**config.mk**
```make
export PLATFORM = sky130hd
export DESIGN_NAME = spi_reg_writer
export DESIGN_NICKNAME = d
export VERILOG_FILES = /design/src/rtl/spi_reg_writer.sv
export SDC_FILE = /design/constraint.sdc
export NUM_CORES = 1
export LEC_CHECK = 0
export CAP_MARGIN = 20
export CORE_UTILIZATION = 55
export CTS_CLUSTER_DIAMETER = 150
export CTS_CLUSTER_SIZE = 12
export DETAILED_ROUTE_END_ITERATION = 7
export PLACE_DENSITY = 0.78
export SETUP_SLACK_MARGIN = 0.05
export SYNTH_ARGS = -nofsm -noshare
export SYNTH_HDL_FRONTEND = slang
export SYNTH_SLANG_ARGS = --single-unit
```
**constraint.sdc**
```tcl
create_clock -name CLK -period 2.85 [get_ports CLK]
set_input_delay 0.4275 -clock CLK [delete_from_list [all_inputs] [get_ports CLK]]
set_output_delay 0.4275 -clock CLK [all_outputs]
set_load 0.005 [all_outputs]
```
**src/rtl/spi_reg_writer.sv**
```systemverilog
// SPI byte stream to SID register write commands, buffered in a small FIFO.
// Define SPI_REG_BURST_EN for auto-incrementing burst writes until SEL drops.
module spi_reg_writer #(
  parameter int DEPTH = 4
) (
  input  logic       CLK,
  input  logic       RST_N,
  input  logic       SEL,
  input  logic [7:0] RX_DATA,
  input  logic       RX_RECV,
  output logic [4:0] WR_ADDR,
  output logic [7:0] WR_DATA,
  output logic       WR_VALID,
  input  logic       WR_READY,
  output logic       OVF,
  output logic       BAD_CMD
);

  localparam int PW = $clog2(DEPTH);
  localparam int CW = PW + 1;
  localparam logic [CW-1:0] FULL_CNT = CW'(DEPTH);

  typedef enum logic {
    IDLE,
    DATA
  } state_t;

  state_t        state;
  state_t        state_nxt;
  logic [4:0]    addr_q;
  logic [4:0]    addr_nxt;
  logic [12:0]   mem [DEPTH];
  logic [PW-1:0] rd_ptr;
  logic [PW-1:0] wr_ptr;
  logic [CW-1:0] count;

  logic rx_ok;
  logic full;
  logic pop;
  logic push_req;
  logic push;
  logic ovf_d;
  logic bad_d;

  assign WR_VALID = (count != '0);
  assign WR_ADDR  = mem[rd_ptr][12:8];
  assign WR_DATA  = mem[rd_ptr][7:0];

  // Bytes arriving while deselected are discarded outright.
  assign rx_ok    = SEL & RX_RECV;
  assign full     = (count == FULL_CNT);
  assign pop      = WR_VALID & WR_READY;
  assign push_req = (state == DATA) & rx_ok;
  assign push     = push_req & (~full | pop);
  assign ovf_d    = push_req & full & ~pop;
  assign bad_d    = (state == IDLE) & rx_ok & ~RX_DATA[7];

  always_comb begin
    state_nxt = state;
    addr_nxt  = addr_q;
    if (!SEL) begin
      state_nxt = IDLE;
    end else begin
      unique case (state)
        IDLE: begin
          if (RX_RECV && RX_DATA[7]) begin
            addr_nxt  = RX_DATA[4:0];
            state_nxt = DATA;
          end
        end
        DATA: begin
          if (RX_RECV) begin
`ifdef SPI_REG_BURST_EN
            addr_nxt  = addr_q + 5'd1;
            state_nxt = DATA;
`else
            state_nxt = IDLE;
`endif
          end
        end
        default: state_nxt = IDLE;
      endcase
    end
  end

  always_ff @(posedge CLK) begin
    if (!RST_N) begin
      state   <= IDLE;
      addr_q  <= '0;
      OVF     <= 1'b0;
      BAD_CMD <= 1'b0;
    end else begin
      state   <= state_nxt;
      addr_q  <= addr_nxt;
      OVF     <= ovf_d;
      BAD_CMD <= bad_d;
    end
  end

  always_ff @(posedge CLK) begin
    if (!RST_N) begin
      rd_ptr <= '0;
      wr_ptr <= '0;
      count  <= '0;
    end else begin
      if (push)
        wr_ptr <= wr_ptr + 1'b1;
      if (pop)
        rd_ptr <= rd_ptr + 1'b1;
      count <= count + CW'(push) - CW'(pop);
    end
  end

  // Storage needs no reset; WR_VALID masks stale entries.
  always_ff @(posedge CLK) begin
    if (push)
      mem[wr_ptr] <= {addr_q, RX_DATA};
  end

endmodule
```
### After elaboration in Yosys (flattened, before gate mapping)

Memories as Yosys holds them, arrays and structs flattened. A register that Yosys moved wholly into a read port is not among the register bits.
Cells that the tools add are included.

| word-level totals | value |
|---|---|
| word-level logic and storage cells | 37 |
| register bits | 15 |
| ROM bits | 0 |
| bits of input ports | 13 |
| memory bits (writable) | 52 |
| output and inout bits | 16 |
| memories | 1 |
| latch bits | 0 |

Memory list:

| memory | words | width | rd ports | clocked after memory_dff | wr ports | line | text |
|---|---|---|---|---|---|---|---|
| mem | 4 | 13 | 1 | 1 | 1 | 32 | `logic [12:0] mem [DEPTH];` |

| operators by class | value |
|---|---|
| $lt $le $gt $ge | 0 |
| shifts and indexed selects | 0 |
| bitwise logic cells | 13 |
| reductions and logical operators | 4 |
| add/sub/neg operators | 4 |
| mux-type cells | 7 |
| div/mod/pow operators | 0 |
| equality and inequality tests | 1 |
| $mul | 0 |

Operators by type and width:

| operator | count |
|---|---|
| 1-bit bitwise AND | 8 |
| 2-bit by 1-bit adder with 2-bit output (second input constant) | 2 |
| 1-bit 2-to-1 mux | 4 |
| 2-bit 2-to-1 mux | 2 |
| 1-bit NOT | 4 |
| 3-bit by 1-bit adder with 3-bit output | 1 |
| 3-bit equality test (second input constant) | 1 |
| 3-bit AND reduction | 1 |
| 3-bit nonzero test | 1 |
| 3-bit by 1-bit subtractor with 3-bit output | 1 |
| 1-bit case mux with 2 select lines | 1 |
| 2-bit AND reduction | 1 |
| 1-bit logical AND | 1 |
| 1-bit OR | 1 |

### Logic depth before layout (Yosys ltp)

| depth | value |
|---|---|
| word-level depth | 6 |
| gate-level depth with buffers | 11 |
| mapped depth without buffers | 11 |

### Least setup slack after synthesis

Ideal clock, no wire load.

| timing path | value |
|---|---|
| path kind | register to register |
| start | register count[1] |
| end | register count[2] |
| stages on the path, launching flop included | 12 |
| period minus slack after synthesis | 2186 ps |
| buffers on the path | 0 |
| slack | 664 ps |
| data required time | 2735 ps |
| library setup time | 115 ps |
| data arrival time | 2071 ps |
| cell sequence | dfxtp_1 -> nor4b_2 -> nor2_2 -> inv_1 -> ha_1 -> inv_1 -> ha_1 -> inv_1 -> fa_1 -> xnor2_1 -> xnor2_1 -> and2_1 |

| between the ends | value |
|---|---|
| longest elaborated chain between the ends | 6 |
| elaborated cells between the ends (all ways) | 8 |
| classes of those cells | add/sub (2); eq/ne (1); bitwise (4); reduce/logical (1) |

Ends and longest elaborated chain:

| element | line | text |
|---|---|---|
| start, declared | 35 | `logic [CW-1:0] count;` |
| start signal, assigned | 110 | `count <= count + CW'(push) - CW'(pop);` |
| 3-bit nonzero test / 3-bit equality test (equally long branches) | 45, 51 |  |
| 1-bit bitwise AND / 1-bit NOT (equally long branches) | 52, 54 |  |
| 1-bit OR | 54 | `assign push = push_req & (~full \| pop);` |
| 1-bit bitwise AND | 54 |  |
| 3-bit by 1-bit adder with 3-bit output | 110 |  |
| 3-bit by 1-bit subtractor with 3-bit output * | 110 |  |

Every way passes the cells marked *; elsewhere a longest branch is shown, timed or not.
A chain may end at the register's enable or synchronous reset.

==> results_dict.tcl <==
set metrics [dict create \
    rows 24 \
    fillCellCount 287 \
    dr.pass1.iters 2 \
    die-area_um2 5140 \
    area.growth.synth_to_final_pct 22.8 \
    tightest_slew_ns 0.659 \
    grt_remaining_overflow 0 \
    first_global_vias 1410 \
    hold_viol 0 \
    p_total_mw 2.62 \
    synth_edf_count 52 \
    gp_congestion 0.668 \
    antenna_cells 0 \
    clock_latency_ns 0.33 \
    outcome "complete, no violations" \
    worstSetupPathType "flop to primary output" \
    via_per_inst 5.55 \
    setup_violations 0 \
    pre_cts_slack_ns 0.0576 \
    cellLeakagePower_nw 1.15 \
    ctsRootBufferMaster "clkbuf_8" \
    layout.cells.non_filler 240 \
    synthFlopType "edfxtp_1" \
    fmax_mhz 385 \
    cts_buffers 9 \
    path_clk_slew_ns 0.07 \
    cts_tree "yes" \
    fin_crit_sh 0.912 \
    drc_errors 0 \
    slowest_delay_ns 0.58 \
    num_io_pins 29 \
    first_iter_violations 46 \
    clkSinkCount 69 \
    crit_path_max_fanout 7 \
    routed-via-count 1331 \
    final_core_util 0.728 \
    ant_nets 0 \
    finalNetCount 203 \
    post-cts-setup-buffer-count 0 \
    synthArstFlopShare 0 \
    htree_levels 3 \
    dpl.cell_count 224 \
    crit_chain "buf_4 > mux4_2 > clkdlybuf4s50_1" \
    port_buffers 28 \
    hpwl_um 2760 \
    min_period_ns 2.60 \
    fp.coreArea_um2 4500 \
    clk_path_buf_depth 2 \
    worst_ep_required_time_ns 2.42 \
    synth_area_um2 2670 \
    timing.hold.ws_ns 0.512 \
    chipHeight_um 71.7 \
    dpl_cell_area_um2 3040 \
    grt_pass1_wl_um 6920 \
    totalWireLength_um 4250 \
    powerDensity_nw_per_um2 799 \
    grt_max_degree 18 \
    postSynthCellCount 141 \
    cts_resized 0 \
    ctsHoldBuffers 0 \
    rsz0062_at_grt "no" \
    ir_drop_mv 0.642 \
    grt_antenna_before_repair 0 \
    grt_usage 0.190 \
    routedWlPerCell_um 17.7 \
    critPathSlowestCell "dfxtp_1" \
    fin_tns_setup_ns 0 \
    final_cell_area_um2 3280 \
    yosysWarnings 0 \
    ys_ff_latch 69 \
    initial_core_util 0.593 \
    cap_violations 0 \
    drive_above_1_share 0.186 \
    cp-end-kind "primary output" \
    skew_ns 0.00620 \
    setup_slack_ns 0.251 \
    syn_nets 161 \
    synth_cell_type_count 27 \
    seq_area_frac_synth 0.712 \
    avgSynthCellArea_um2 18.9 \
    die_x_um 71.7 \
    startpoint_type "flop" \
    min_path_type "flop to flop" \
    slew-limit-headroom 0.560 \
    maxSlewViolCount 0 \
    cp.arrival_ns 2.17 \
]
==> synthesized netlist by cell type (2+ instances only) <==
cell	n	area, um^2
edfxtp_1	52	1560
dfxtp_1	17	340
mux4_2	10	225
nor2b_1	8	50.1
and2_1	7	43.8
mux2i_1	7	70.1
ha_1	6	75.1
inv_1	5	18.8
nand2_1	5	18.8
xnor2_1	4	35.0
mux4_1	3	78.8
and3_1	2	12.5
==> cells in the final DEF, fill, tap and decap left out <==
| master | instances |
|---|---|
| nand4b_2 | 1 |
| ha_1 | 6 |
| nor4b_2 | 1 |
| clkbuf_8 | 9 |
| nand2_1 | 5 |
| o311ai_2 | 1 |
| and3_1 | 2 |
| a21oi_1 | 1 |
| nor2_2 | 1 |
| mux2i_1 | 7 |
| edfxtp_1 | 52 |
| and2_1 | 7 |
| buf_4 | 6 |
| o31a_2 | 1 |
| or3_1 | 1 |
| clkinvlp_4 | 1 |
| nand3_1 | 1 |
| mux4_1 | 3 |
| dfxtp_1 | 17 |
| nand2b_1 | 1 |
| mux4_2 | 10 |
| clkdlybuf4s50_1 | 28 |
| clkbuf_1 | 1 |
| clkinv_1 | 1 |
| fa_1 | 1 |
| xnor2_1 | 4 |
| nor3b_1 | 1 |
| nand3b_1 | 1 |
| inv_6 | 1 |
| bufinv_16 | 3 |
| nor2b_1 | 8 |
| inv_1 | 5 |
==> sequential cells by signal, indices dropped and copies added, names as in the netlist, named ones only <==
name and flops:
state 1, addr_q 5, mem 52, OVF 1, BAD_CMD 1, count 3, rd_ptr 2, wr_ptr 2
==> layout make-up <==
cell class              count  area (um^2)  share of cell area
well taps                  52         65.1              0.0198
flip-flops and latches     69         1900               0.580
inverters                   5         18.8             0.00573
multi-input cells          64          729               0.223
clock inverters             6          110              0.0336
repair buffers             34          325              0.0992
clock buffers              10          128              0.0389
==> power breakdown <==
| part | switching, mW | internal [mW] | leakage, nW | total [mW] |
|---|---|---|---|---|
| combinational | 0.159 | 0.330 | 0.418 | 0.489 |
| clock | 0.350 | 0.582 | 0.115 | 0.931 |
| sequential | 0.0812 | 1.12 | 0.614 | 1.20 |
==> worst max-delay path: cells and delay by family (launching register included) <==
| kind | cells | cell delay (ns) |
|---|---|---|
| flops | 1 | 0.58 |
| buf+inv | 2 | 0.74 |
| mux | 1 | 0.51 |
==> cells by family after synthesis <==
family | synth area share
AOI/OAI and AO/OA | 0.0117
xor gates and xnor gates | 0.0131
adders and majority gates | 0.0356
buffers and inverters | 0.0145
DFF | 0.712
muxes | 0.140
and+or+nand+nor | 0.0726
==> final timing paths <==
path / startpoint / to / slack (ns) / depth (start not counted)
min: addr_q[1] / mem[2][9] / 0.51 / 0
max reg2reg: count[1] / count[2] / 0.52 / 11
max: flop / WR_ADDR[2] / 0.25 / 3
min reg2reg: addr_q[1] / mem[2][9] / 0.51 / 0
==> layer usage <==
metal,global-route usage,up-vias,share of wire
li1,-,627,-
met1,0.223,673,0.44
met2,0.325,26,0.52
met3,0.0450,5,0.031
met4,0.105,0,0.011
met5,0,-,0
(Power assumes the default switching activity.)
